[src/rtl/pipe_pkg.sv]
// Shared types and constants for the pipeline hazard controller and its
// memory-access sequencer.
package pipe_pkg;

  typedef enum logic [1:0] {
    ST_RUN      = 2'd0,
    ST_MEM_WAIT = 2'd1,
    ST_ERR      = 2'd2
  } mem_state_e;

  localparam logic [1:0] FWD_REG  = 2'b00;
  localparam logic [1:0] FWD_MEM  = 2'b10;
  localparam logic [1:0] FWD_WB   = 2'b01;
  localparam logic [4:0] REG_ZERO = 5'd0;

  // True when a writing stage targets a real register that a reader sources.
  function automatic logic reg_match(input logic [4:0] dst, input logic wr_en,
                                     input logic [4:0] src);
    return wr_en && (dst != REG_ZERO) && (dst == src);
  endfunction

endpackage

[src/rtl/mem_access_seq.sv]
// MEM-stage data-memory sequencer: RUN / MEM_WAIT / ERR with a bounded wait
// counter. Drives the request and the pipeline-freeze indication.
module mem_access_seq
  import pipe_pkg::*;
#(
  parameter int MEM_TIMEOUT = 64
) (
  input  logic clk,
  input  logic rst_n,
  input  logic mem_read,
  input  logic mem_write,
  input  logic mem_ack,
  output logic mem_req,
  output logic mem_freeze,
  output logic flush_w,
  output logic mem_err
);

  localparam logic [8:0] TIMEOUT_W = 9'(MEM_TIMEOUT);

  mem_state_e state_q, state_d;
  logic [7:0] wait_cnt_q, wait_cnt_d;

  // NOTE: every always_comb output gets a default first so no path leaves a
  // signal unassigned, which would otherwise infer a latch.
  always_comb begin
    state_d    = state_q;
    wait_cnt_d = wait_cnt_q;
    mem_req    = 1'b0;
    mem_freeze = 1'b0;
    flush_w    = 1'b0;
    unique case (state_q)
      ST_RUN: begin
        mem_req = mem_read | mem_write;
        if (mem_req && !mem_ack) begin
          mem_freeze = 1'b1;
          flush_w    = 1'b1;
          state_d    = ST_MEM_WAIT;
          wait_cnt_d = 8'd1;
        end
      end
      ST_MEM_WAIT: begin
        mem_req = 1'b1;
        if (mem_ack) begin
          state_d    = ST_RUN;
          wait_cnt_d = 8'd0;
        end else begin
          mem_freeze = 1'b1;
          flush_w    = 1'b1;
          wait_cnt_d = wait_cnt_q + 8'd1;
          // The counter never wraps: ERR is taken no later than 255.
          if (9'(wait_cnt_q) + 9'd1 >= TIMEOUT_W) state_d = ST_ERR;
        end
      end
      ST_ERR: begin
        mem_freeze = 1'b1;
      end
      default: state_d = ST_RUN;
    endcase
  end

  // NOTE: sequential state uses non-blocking assignments so every flop samples
  // the pre-edge values regardless of statement order.
  always_ff @(posedge clk or negedge rst_n) begin
    if (!rst_n) begin
      state_q    <= ST_RUN;
      wait_cnt_q <= 8'd0;
    end else begin
      state_q    <= state_d;
      wait_cnt_q <= wait_cnt_d;
    end
  end

  assign mem_err = (state_q == ST_ERR);

endmodule

[src/rtl/pipeline_hazard_ctrl.sv]
// Hazard/stall/flush/forward controller for the 5-stage pipeline.
// Optional operand forwarding enabled by defining HAZARD_FORWARD_EN.
module pipeline_hazard_ctrl
  import pipe_pkg::*;
#(
  parameter int CNT_W       = 16,
  parameter int MEM_TIMEOUT = 64
) (
  input  logic             Clk,
  input  logic             Rst_n,
  input  logic [4:0]       RsD,
  input  logic [4:0]       RtD,
  input  logic [4:0]       RsE,
  input  logic [4:0]       RtE,
  input  logic [4:0]       WriteRegE,
  input  logic [4:0]       WriteRegM,
  input  logic [4:0]       WriteRegW,
  input  logic             RegWriteE,
  input  logic             RegWriteM,
  input  logic             RegWriteW,
  input  logic             MemReadE,
  input  logic             MemReadM,
  input  logic             MemWriteM,
  input  logic             BranchTakenE,
  input  logic             MemAckM,
  output logic             MemReqM,
  output logic             StallF,
  output logic             StallD,
  output logic             StallE,
  output logic             StallM,
  output logic             FlushD,
  output logic             FlushE,
  output logic             FlushW,
  output logic [1:0]       ForwardAE,
  output logic [1:0]       ForwardBE,
  output logic             MemErr,
  output logic [CNT_W-1:0] StallCycles
);

`ifdef HAZARD_FORWARD_EN
  localparam bit FWD_EN = 1'b1;
`else
  localparam bit FWD_EN = 1'b0;
`endif

  logic mem_req, mem_freeze, flush_w, mem_err;

  mem_access_seq #(.MEM_TIMEOUT(MEM_TIMEOUT)) u_mem_seq (
    .clk       (Clk),
    .rst_n     (Rst_n),
    .mem_read  (MemReadM),
    .mem_write (MemWriteM),
    .mem_ack   (MemAckM),
    .mem_req   (mem_req),
    .mem_freeze(mem_freeze),
    .flush_w   (flush_w),
    .mem_err   (mem_err)
  );

  logic       dep_e, dep_m, load_use, stall_hazard;
  logic [1:0] fwd_a, fwd_b;

  // Without forwarding, any in-flight producer in EX or MEM must stall ID.
  always_comb begin
    dep_e        = reg_match(WriteRegE, RegWriteE, RsD) | reg_match(WriteRegE, RegWriteE, RtD);
    dep_m        = reg_match(WriteRegM, RegWriteM, RsD) | reg_match(WriteRegM, RegWriteM, RtD);
    load_use     = MemReadE & dep_e;
    stall_hazard = FWD_EN ? load_use : (dep_e | dep_m);
    fwd_a = reg_match(WriteRegM, RegWriteM, RsE) ? FWD_MEM :
            reg_match(WriteRegW, RegWriteW, RsE) ? FWD_WB  : FWD_REG;
    fwd_b = reg_match(WriteRegM, RegWriteM, RtE) ? FWD_MEM :
            reg_match(WriteRegW, RegWriteW, RtE) ? FWD_WB  : FWD_REG;
    if (!FWD_EN) begin
      fwd_a = FWD_REG;
      fwd_b = FWD_REG;
    end
  end

  // Priority: memory freeze, then taken branch, then data hazard.
  always_comb begin
    MemReqM   = 1'b0;
    StallF    = 1'b0;
    StallD    = 1'b0;
    StallE    = 1'b0;
    StallM    = 1'b0;
    FlushD    = 1'b0;
    FlushE    = 1'b0;
    FlushW    = 1'b0;
    ForwardAE = FWD_REG;
    ForwardBE = FWD_REG;
    if (Rst_n) begin
      MemReqM   = mem_req;
      ForwardAE = fwd_a;
      ForwardBE = fwd_b;
      if (mem_freeze) begin
        StallF = 1'b1;
        StallD = 1'b1;
        StallE = 1'b1;
        StallM = 1'b1;
        FlushW = flush_w;
      end else if (BranchTakenE) begin
        FlushD = 1'b1;
        FlushE = 1'b1;
      end else if (stall_hazard) begin
        StallF = 1'b1;
        StallD = 1'b1;
        FlushE = 1'b1;
      end
    end
  end

  logic [CNT_W-1:0] stall_cycles_q, stall_cycles_d;

  always_comb begin
    stall_cycles_d = stall_cycles_q;
    if (StallF && (stall_cycles_q != '1)) stall_cycles_d = stall_cycles_q + CNT_W'(1);
  end

  always_ff @(posedge Clk or negedge Rst_n) begin
    if (!Rst_n) stall_cycles_q <= '0;
    else        stall_cycles_q <= stall_cycles_d;
  end

  assign StallCycles = stall_cycles_q;
  assign MemErr      = mem_err;

endmodule

[config.mk]
export PLATFORM = sky130hd
export DESIGN_NAME = pipeline_hazard_ctrl
export DESIGN_NICKNAME = d
export VERILOG_FILES = /design/src/rtl/pipe_pkg.sv /design/src/rtl/mem_access_seq.sv /design/src/rtl/pipeline_hazard_ctrl.sv
export SDC_FILE = /design/constraint.sdc
export NUM_CORES = 1
export LEC_CHECK = 0
export BUFFER_PORTS_ARGS = -buffer_cell sky130_fd_sc_hd__buf_2
export CAP_MARGIN = 5
export CELL_PAD_IN_SITES_DETAIL_PLACEMENT = 2
export CELL_PAD_IN_SITES_GLOBAL_PLACEMENT = 2
export CORE_ASPECT_RATIO = 0.6
export CORE_MARGIN = 5
export CORE_UTILIZATION = 27
export DETAILED_ROUTE_END_ITERATION = 8
export PLACE_DENSITY_LB_ADDON = 0.1
export SLEW_MARGIN = 20
export SYNTH_ARGS = -nofsm -noshare
export SYNTH_HDL_FRONTEND = slang
export SYNTH_SLANG_ARGS = --single-unit
[constraint.sdc]
create_clock -name Clk -period 2.2 [get_ports Clk]
set_input_delay 0.33 -clock Clk [delete_from_list [all_inputs] [get_ports Clk]]
set_output_delay 0.33 -clock Clk [all_outputs]
set_load 0.005 [all_outputs]
==> results.json, run 1 <==
{
  "async_flop_share_pct": 100,
  "netlist.area_leader.share_pct": 38.4,
  "ys_top_cells_by_area": "dfrtp_1 (38%), xor2_1 (11%), xnor2_1 (6.2%)",
  "status": "complete, no violations",
  "drive_above_1_share_pct": 41.5,
  "drv_cap": 0,
  "hold_viol": 0,
  "peakVddDrop_v": 0.000276,
  "clockBufferDepth": 2,
  "htree_levels": 1,
  "cts_tree": "done",
  "synth_edf_count": 0,
  "synthDistinctLibCells": 41,
  "synth-adder-area-share_pct": 1.48,
  "first_iter_violations": 31,
  "post-place-ws_ns": -0.200,
  "antenna_found_initial": 0,
  "grt_pass1_wl_um": 9350,
  "dp_hpwl_um": 4630,
  "required_ns": 2.38,
  "cts_buffers": 3,
  "finalSetupTns_ns": 0,
  "synth_mux_area_share_pct": 1.33,
  "grt_max_degree": 24,
  "slowest_stage": "or4_4",
  "clk_pin_slew_ns": 0.10,
  "reg2reg_depth": 8,
  "rsz0062_at_grt": "yes",
  "remaining_drc_errors": 0,
  "fill_cells": 728,
  "dr.pass1.iters": 4,
  "nets": 318,
  "netlist_instances": 186,
  "hold_path.class": "input port to asynchronous set/reset pin",
  "wl_per_cell_um": 16.2,
  "setup_viol": 0,
  "fmax_mhz": 466,
  "critPathCapture": "StallCycles[1]",
  "max_stage_delay_ns": 0.45,
  "finalWirelength_um": 5750,
  "portBuffers": 52,
  "r2r_end": "StallCycles[1]",
  "design.core.area_sq_um": 6110,
  "die_h_um": 71.4,
  "gp_congestion": 0.779,
  "worst_pin_slew_ns": 0.620,
  "initial_utilization_pct": 27.7,
  "cts.sinks": 26,
  "vias": 1687,
  "cts-root-buf": "clkbuf_8",
  "grt_usage_pct": 14.5,
  "yosys_register_bits": 26,
  "endpoint_kind": "register",
  "synth_top_family_by_area": "simple AND/OR/NAND/NOR gates",
  "path_depth": 8,
  "r2r_slack_ns": 0.05,
  "cp-start-kind": "register",
  "synthSimpleGateAreaFrac_pct": 25.0,
  "synth_xor_area_share_pct": 17.6,
  "clk_latency_ns": 0.28,
  "crit_family": "simple AND/OR/NAND/NOR gates",
  "area_delta_synth_final_pct": 42.8,
  "period_share_pct": 97.5,
  "synth_warnings": 0,
  "startpoint": "StallCycles[0]",
  "min_period_ns": 2.15,
  "synthesis.area_sq_um": 1690,
  "syn_avg_cell_area_sq_um": 9.11,
  "grt_pass1_vias": 1821,
  "vias_per_cell": 4.77,
  "slew_headroom_pct": 58.1,
  "setup_ws_ns": 0.0541,
  "crit_chain": "ha_4 -> nand4_1 -> or4_4 -> o221ai_2 -> o41ai_2 -> or2_4 -> buf_6 -> mux2_2",
  "total_power_uw": 1890,
  "synth_seq_area_share_pct": 38.4,
  "utilization_pct": 39.6,
  "yosys-top-cells-count": "dfrtp_1 (26), xor2_1 (22), nor2_1 (17)",
  "p_leak_uw": 0.00116,
  "worstReg2RegStart": "StallCycles[0]",
  "skew_ns": 0.00797,
  "synth-compound-area-share_pct": 10.3,
  "crit_type": "register to register",
  "die_area_sq_um": 8010,
  "die_w_um": 112,
  "grt_overflow_total": 0,
  "powerDensity_nw_per_um2": 779,
  "cp_num_buf_inv": 1,
  "synth_flop_cell": "dfrtp_1",
  "arrival_ns": 2.32,
  "crit_path_max_fanout": 4,
  "finalMaxSlewViolations": 0,
  "synth.most_common_cell": "dfrtp_1",
  "ioPinCount": 74,
  "row_count": 22,
  "antenna_cells": 0,
  "final_antenna_net_count": 0,
  "synth_top_cell_by_area": "dfrtp_1"
}
metrics by stage:
stage / hold WS, ns / cell area [sq um] / std cells
finish: 0.0902 / 2420 / 354
CTS: 0.0913 / 2340 / 351
global route: 0.0902 / 2420 / 354
floorplan: 0.0344 / 1710 / 189
global placement: 0.181 / 2230 / 345
detailed placement: 0.180 / 2230 / 345
repair_timing:
item	4_1_cts	5_1_grt
endpoints found under the setup margin	5	16
cloned	0	0
pin swaps	2	5
endpoints found under the hold margin	1	0
hold buffers	1	0
setup buffers	1	3
gates resized for setup	7	12
worst min-delay path by stage:
stage,to,slack [ns],depth (start not counted)
2_1_floorplan,StallCycles[0],0.03,0
3_3_place_gp,StallCycles[11],0.18,1
3_5_place_dp,StallCycles[11],0.18,1
4_1_cts,StallCycles[14],0.09,2
5_1_grt,StallCycles[14],0.09,2
6_report,StallCycles[14],0.09,2
registers in the layout, summed over array words and instances, names as in the netlist:
name                  cells
StallCycles              16
u_mem_seq.wait_cnt_q      8
u_mem_seq.state_q         2
cell families after synthesis:
logic type	Yosys count
AO/OA/AOI/OAI	27
XOR/XNOR	34
adder cells (fa/ha/maj)	2
buffers and inverters	15
flip-flops	26
multiplexers	2
other	1
AND/OR/NAND/NOR	79
area by class of cell:
type	instances	area, sq um	area share [%]
sequential	26	651	26.9
clock buffer	3	41.3	1.71
clock inverter	1	30.0	1.24
multi-input combinational	148	1030	42.7
inverter	3	11.3	0.465
tap	84	105	4.34
timing repair buffer	89	548	22.6
report_power, final:
part	internal, uW	leakage (uW)	switching [uW]	total (uW)
registers	561	0.000347	67.4	629
logic	433	0.000777	419	851
clock network	244	0.0000357	162	406
total	1240	0.00116	648	1890
cells in the final DEF (no fill, tap or decap), types with 2 or more instances in the layout:
| master | Yosys | final |
|---|---|---|
| a22oi_1 | 2 | 2 |
| a31oi_1 | 2 | 2 |
| and2_1 | 4 | 4 |
| and3_1 | 6 | 6 |
| buf_2 | 0 | 52 |
| buf_4 | 6 | 34 |
| buf_6 | 2 | 2 |
| clkbuf_8 | 0 | 3 |
| conb_1 | 1 | 4 |
| dfrtp_1 | 26 | 26 |
| inv_1 | 3 | 3 |
| mux2_2 | 2 | 2 |
| nand2_1 | 13 | 13 |
| nand3_1 | 7 | 5 |
| nand3_2 | 1 | 3 |
| nand4_1 | 8 | 8 |
| nor2_1 | 17 | 16 |
| nor3_1 | 8 | 5 |
| nor3_2 | 0 | 3 |
| nor4_1 | 2 | 2 |
| nor4b_1 | 4 | 3 |
| o21ai_0 | 13 | 11 |
| o21ai_2 | 0 | 2 |
| o21bai_1 | 2 | 2 |
| or4_4 | 1 | 2 |
| xnor2_1 | 12 | 12 |
| xor2_1 | 22 | 22 |
layer usage:
layer	global-route usage (%)	wire length [um]
met5	0	0
met4	2.80	36
met3	4.05	297
met2	21.4	2360
met1	21.2	3060
No activity file was read; power rests on OpenSTA's default activity.
==> run 2, diff against run 1 <==
--- a/config.mk
+++ b/config.mk
@@ -12,5 +12,5 @@
 export CORE_ASPECT_RATIO = 0.6
 export CORE_MARGIN = 5
-export CORE_UTILIZATION = 27
+export CORE_UTILIZATION = 29
 export DETAILED_ROUTE_END_ITERATION = 8
 export PLACE_DENSITY_LB_ADDON = 0.1
==> constraint.sdc (replaced) <==
create_clock -name Clk -period 2.6 [get_ports Clk]
set_input_delay 0.65 -clock Clk [delete_from_list [all_inputs] [get_ports Clk]]
set_output_delay 0.65 -clock Clk [all_outputs]
set_load 0.005 [all_outputs]
==> run 2 against run 1 <==
The run now ends with setup timing left. Final cell count fell by 4.5%. Flip-flop and latch count did not move. Die area fell by 6.1%. Sequential share of layout area rose by 0.91 points. Utilization rose by 2.0 points. Routed wire length rose by 3.4%. Clock-buffer cell count did not move. First-iteration DRC count rose by 26%. Critical path type is now input port to output pin. Critical endpoint is now FlushE. Largest power group is now registers.
==> results.json, run 2 (synthesis gave the netlist of run 1 again) <==
{
  "status": "complete, but fails checks",
  "violations": "setup timing",
  "min_period_ns": 2.74,
  "crit_family": "buffers and inverters",
  "arrival_ns": 2.09,
  "utilization_pct": 41.6,
  "area_delta_synth_final_pct": 38.2,
  "wl_per_cell_um": 17.6,
  "grt_pass1_wl_um": 9560,
  "grt_usage_pct": 15.7,
  "finalWirelength_um": 5940,
  "startpoint": "WriteRegM[1]",
  "p_comb_share_pct": 37.1,
  "switching_share_pct": 35.6,
  "dp_cells": 327,
  "die_h_um": 69.2,
  "clockBufferDepth": 2,
  "cp-start-kind": "input port",
  "slew_headroom_pct": 65.2,
  "grt_pass1_vias": 1844,
  "nets": 306,
  "antenna_found_initial": 0,
  "clockPowerShare_pct": 23.9,
  "dp_hpwl_um": 4490,
  "rsz0062_at_grt": "yes",
  "crit_type": "input port to output pin",
  "holdWs_ns": 0.251,
  "drive_above_1_share_pct": 38.8,
  "cts_buffers": 3,
  "skew_ns": 0.00876,
  "peakVddDrop_v": 0.000229,
  "gp_congestion": 0.749,
  "cts.sinks": 26,
  "endpoint_kind": "output pin",
  "clk_pin_slew_ns": 0.10,
  "row_count": 21,
  "crit_chain": "buf_6 -> buf_6 -> xor2_1 -> nor3_2 -> a22oi_2 -> o22ai_2 -> buf_4 -> nor2_2 -> nor4b_2 -> buf_2",
  "dr.pass1.iters": 4,
  "die_area_sq_um": 7520,
  "die_w_um": 109,
  "design.core.area_sq_um": 5620,
  "worstReg2RegStart": "StallCycles[3]",
  "hold_path.class": "input port to asynchronous set/reset pin",
  "ioPinCount": 74,
  "setup_viol": 3,
  "grt_overflow_total": 0,
  "slowest_stage": "nor3_2",
  "portBuffers": 52,
  "cpMostUsedCell": "buf_6",
  "fmax_mhz": 365,
  "cp_num_buf_inv": 4,
  "htree_levels": 1,
  "largest_reg_flops": 16,
  "required_ns": 1.95,
  "period_share_pct": 105,
  "remaining_drc_errors": 0,
  "stdcell_count": 338,
  "first_iter_violations": 39,
  "finalSetupTns_ns": -0.362,
  "final_common_cell": "buf_2",
  "power_switching_uw": 522,
  "worst_pin_slew_ns": 0.521,
  "hold_viol": 0,
  "cts-root-buf": "clkbuf_8",
  "crit_path_max_fanout": 2,
  "initial_utilization_pct": 30.1,
  "max_stage_delay_ns": 0.24,
  "p_int_uw": 943,
  "powerDensity_nw_per_um2": 626,
  "drv_cap": 0,
  "vias_per_cell": 4.89,
  "clk_latency_ns": 0.28,
  "setup_ws_ns": -0.139,
  "antenna_cells": 0,
  "cts_tree": "done",
  "finalMaxSlewViolations": 0,
  "postCtsHoldBufs": 0,
  "p_leak_uw": 0.00110,
  "grt_max_degree": 16,
  "final_antenna_net_count": 0,
  "final_cell_mix": "buf_2 (49), dfrtp_1 (26), xor2_1 (22), buf_4 (22), nor2_1 (16)",
  "power_frac_seq_pct": 39.0,
  "vias": 1653
}
==> run 2: cell count changes in the layout (fill, tap and decap cells not counted), moves of 2 or more <==
cell,before,now
a22oi_2,0,2
buf_4,34,22
buf_2,52,49
a22oi_1,2,0
nand3_2,3,1
buf_6,2,6
nand3_1,5,7
==> run 2: area by class of cell <==
class	instances	area [sq um]
multi-input combinational	148	1030
sequential	26	651
timing repair buffer	77	478
clock inverter	1	30.0
inverter	3	11.3
tap	80	100
clock buffer	3	41.3
fill	665	3280
==> run 2: timing repair <==
action	CTS	global route
pin swaps	9	10
buffers inserted	4	3
resized for setup	12	11
endpoints found under the setup margin	3	4
==> run 2: metrics by stage <==
| stage | cell area, sq um | worst slack, ns | total power (uW) |
|---|---|---|---|
| 3_5_place_dp | 2120 | -0.369 | 1090 |
| 3_3_place_gp | 2120 | -0.257 | 1060 |
| 6_report | 2340 | -0.139 | 1470 |
| 5_1_grt | 2340 | -0.221 | 1560 |
| 4_1_cts | 2270 | -0.142 | 1470 |
| 2_1_floorplan | 1710 | 0.0218 | 853 |
==> run 2: per-layer routing <==
layer,up-vias,part of all wire (%),wire length [um],track usage (%)
met5,-,0,0,0
met4,0,0.72,43,2.10
met3,7,3.8,225,3.44
met2,36,47,2790,24.5
met1,826,48,2880,22.6
li1,784,-,-,-
==> run 2: power groups by stage <==
stage	Combinational, uW	Sequential (uW)	Clock [uW]
floorplan	302	552	0
global placement	494	565	0
detailed placement	513	579	0
CTS	538	572	358
global route	604	588	370
finish	544	571	350
==> run 2: worst paths after layout <==
| check | end | slack (ns) | cells past startpoint |
|---|---|---|---|
| max | FlushE | -0.14 | 10 |
| max in group asynchronous | StallCycles[1] | 1.85 | 2 |
| min in group Clk | u_mem_seq.wait_cnt_q[7] | 0.50 | 1 |
| min | StallCycles[4] | 0.25 | 1 |
| min reg2reg | u_mem_seq.wait_cnt_q[7] | 0.50 | 1 |
| max reg2reg | StallCycles[1] | 0.30 | 7 |
==> run 2: worst reg2reg max path, cell delays in order (launching register included) <==
cell,delay [ns]
dfrtp_1,0.46
nand4_1,0.23
or4_4,0.59
nor2_1,0.15
o41ai_1,0.08
or2_1,0.27
buf_4,0.15
mux2_2,0.25
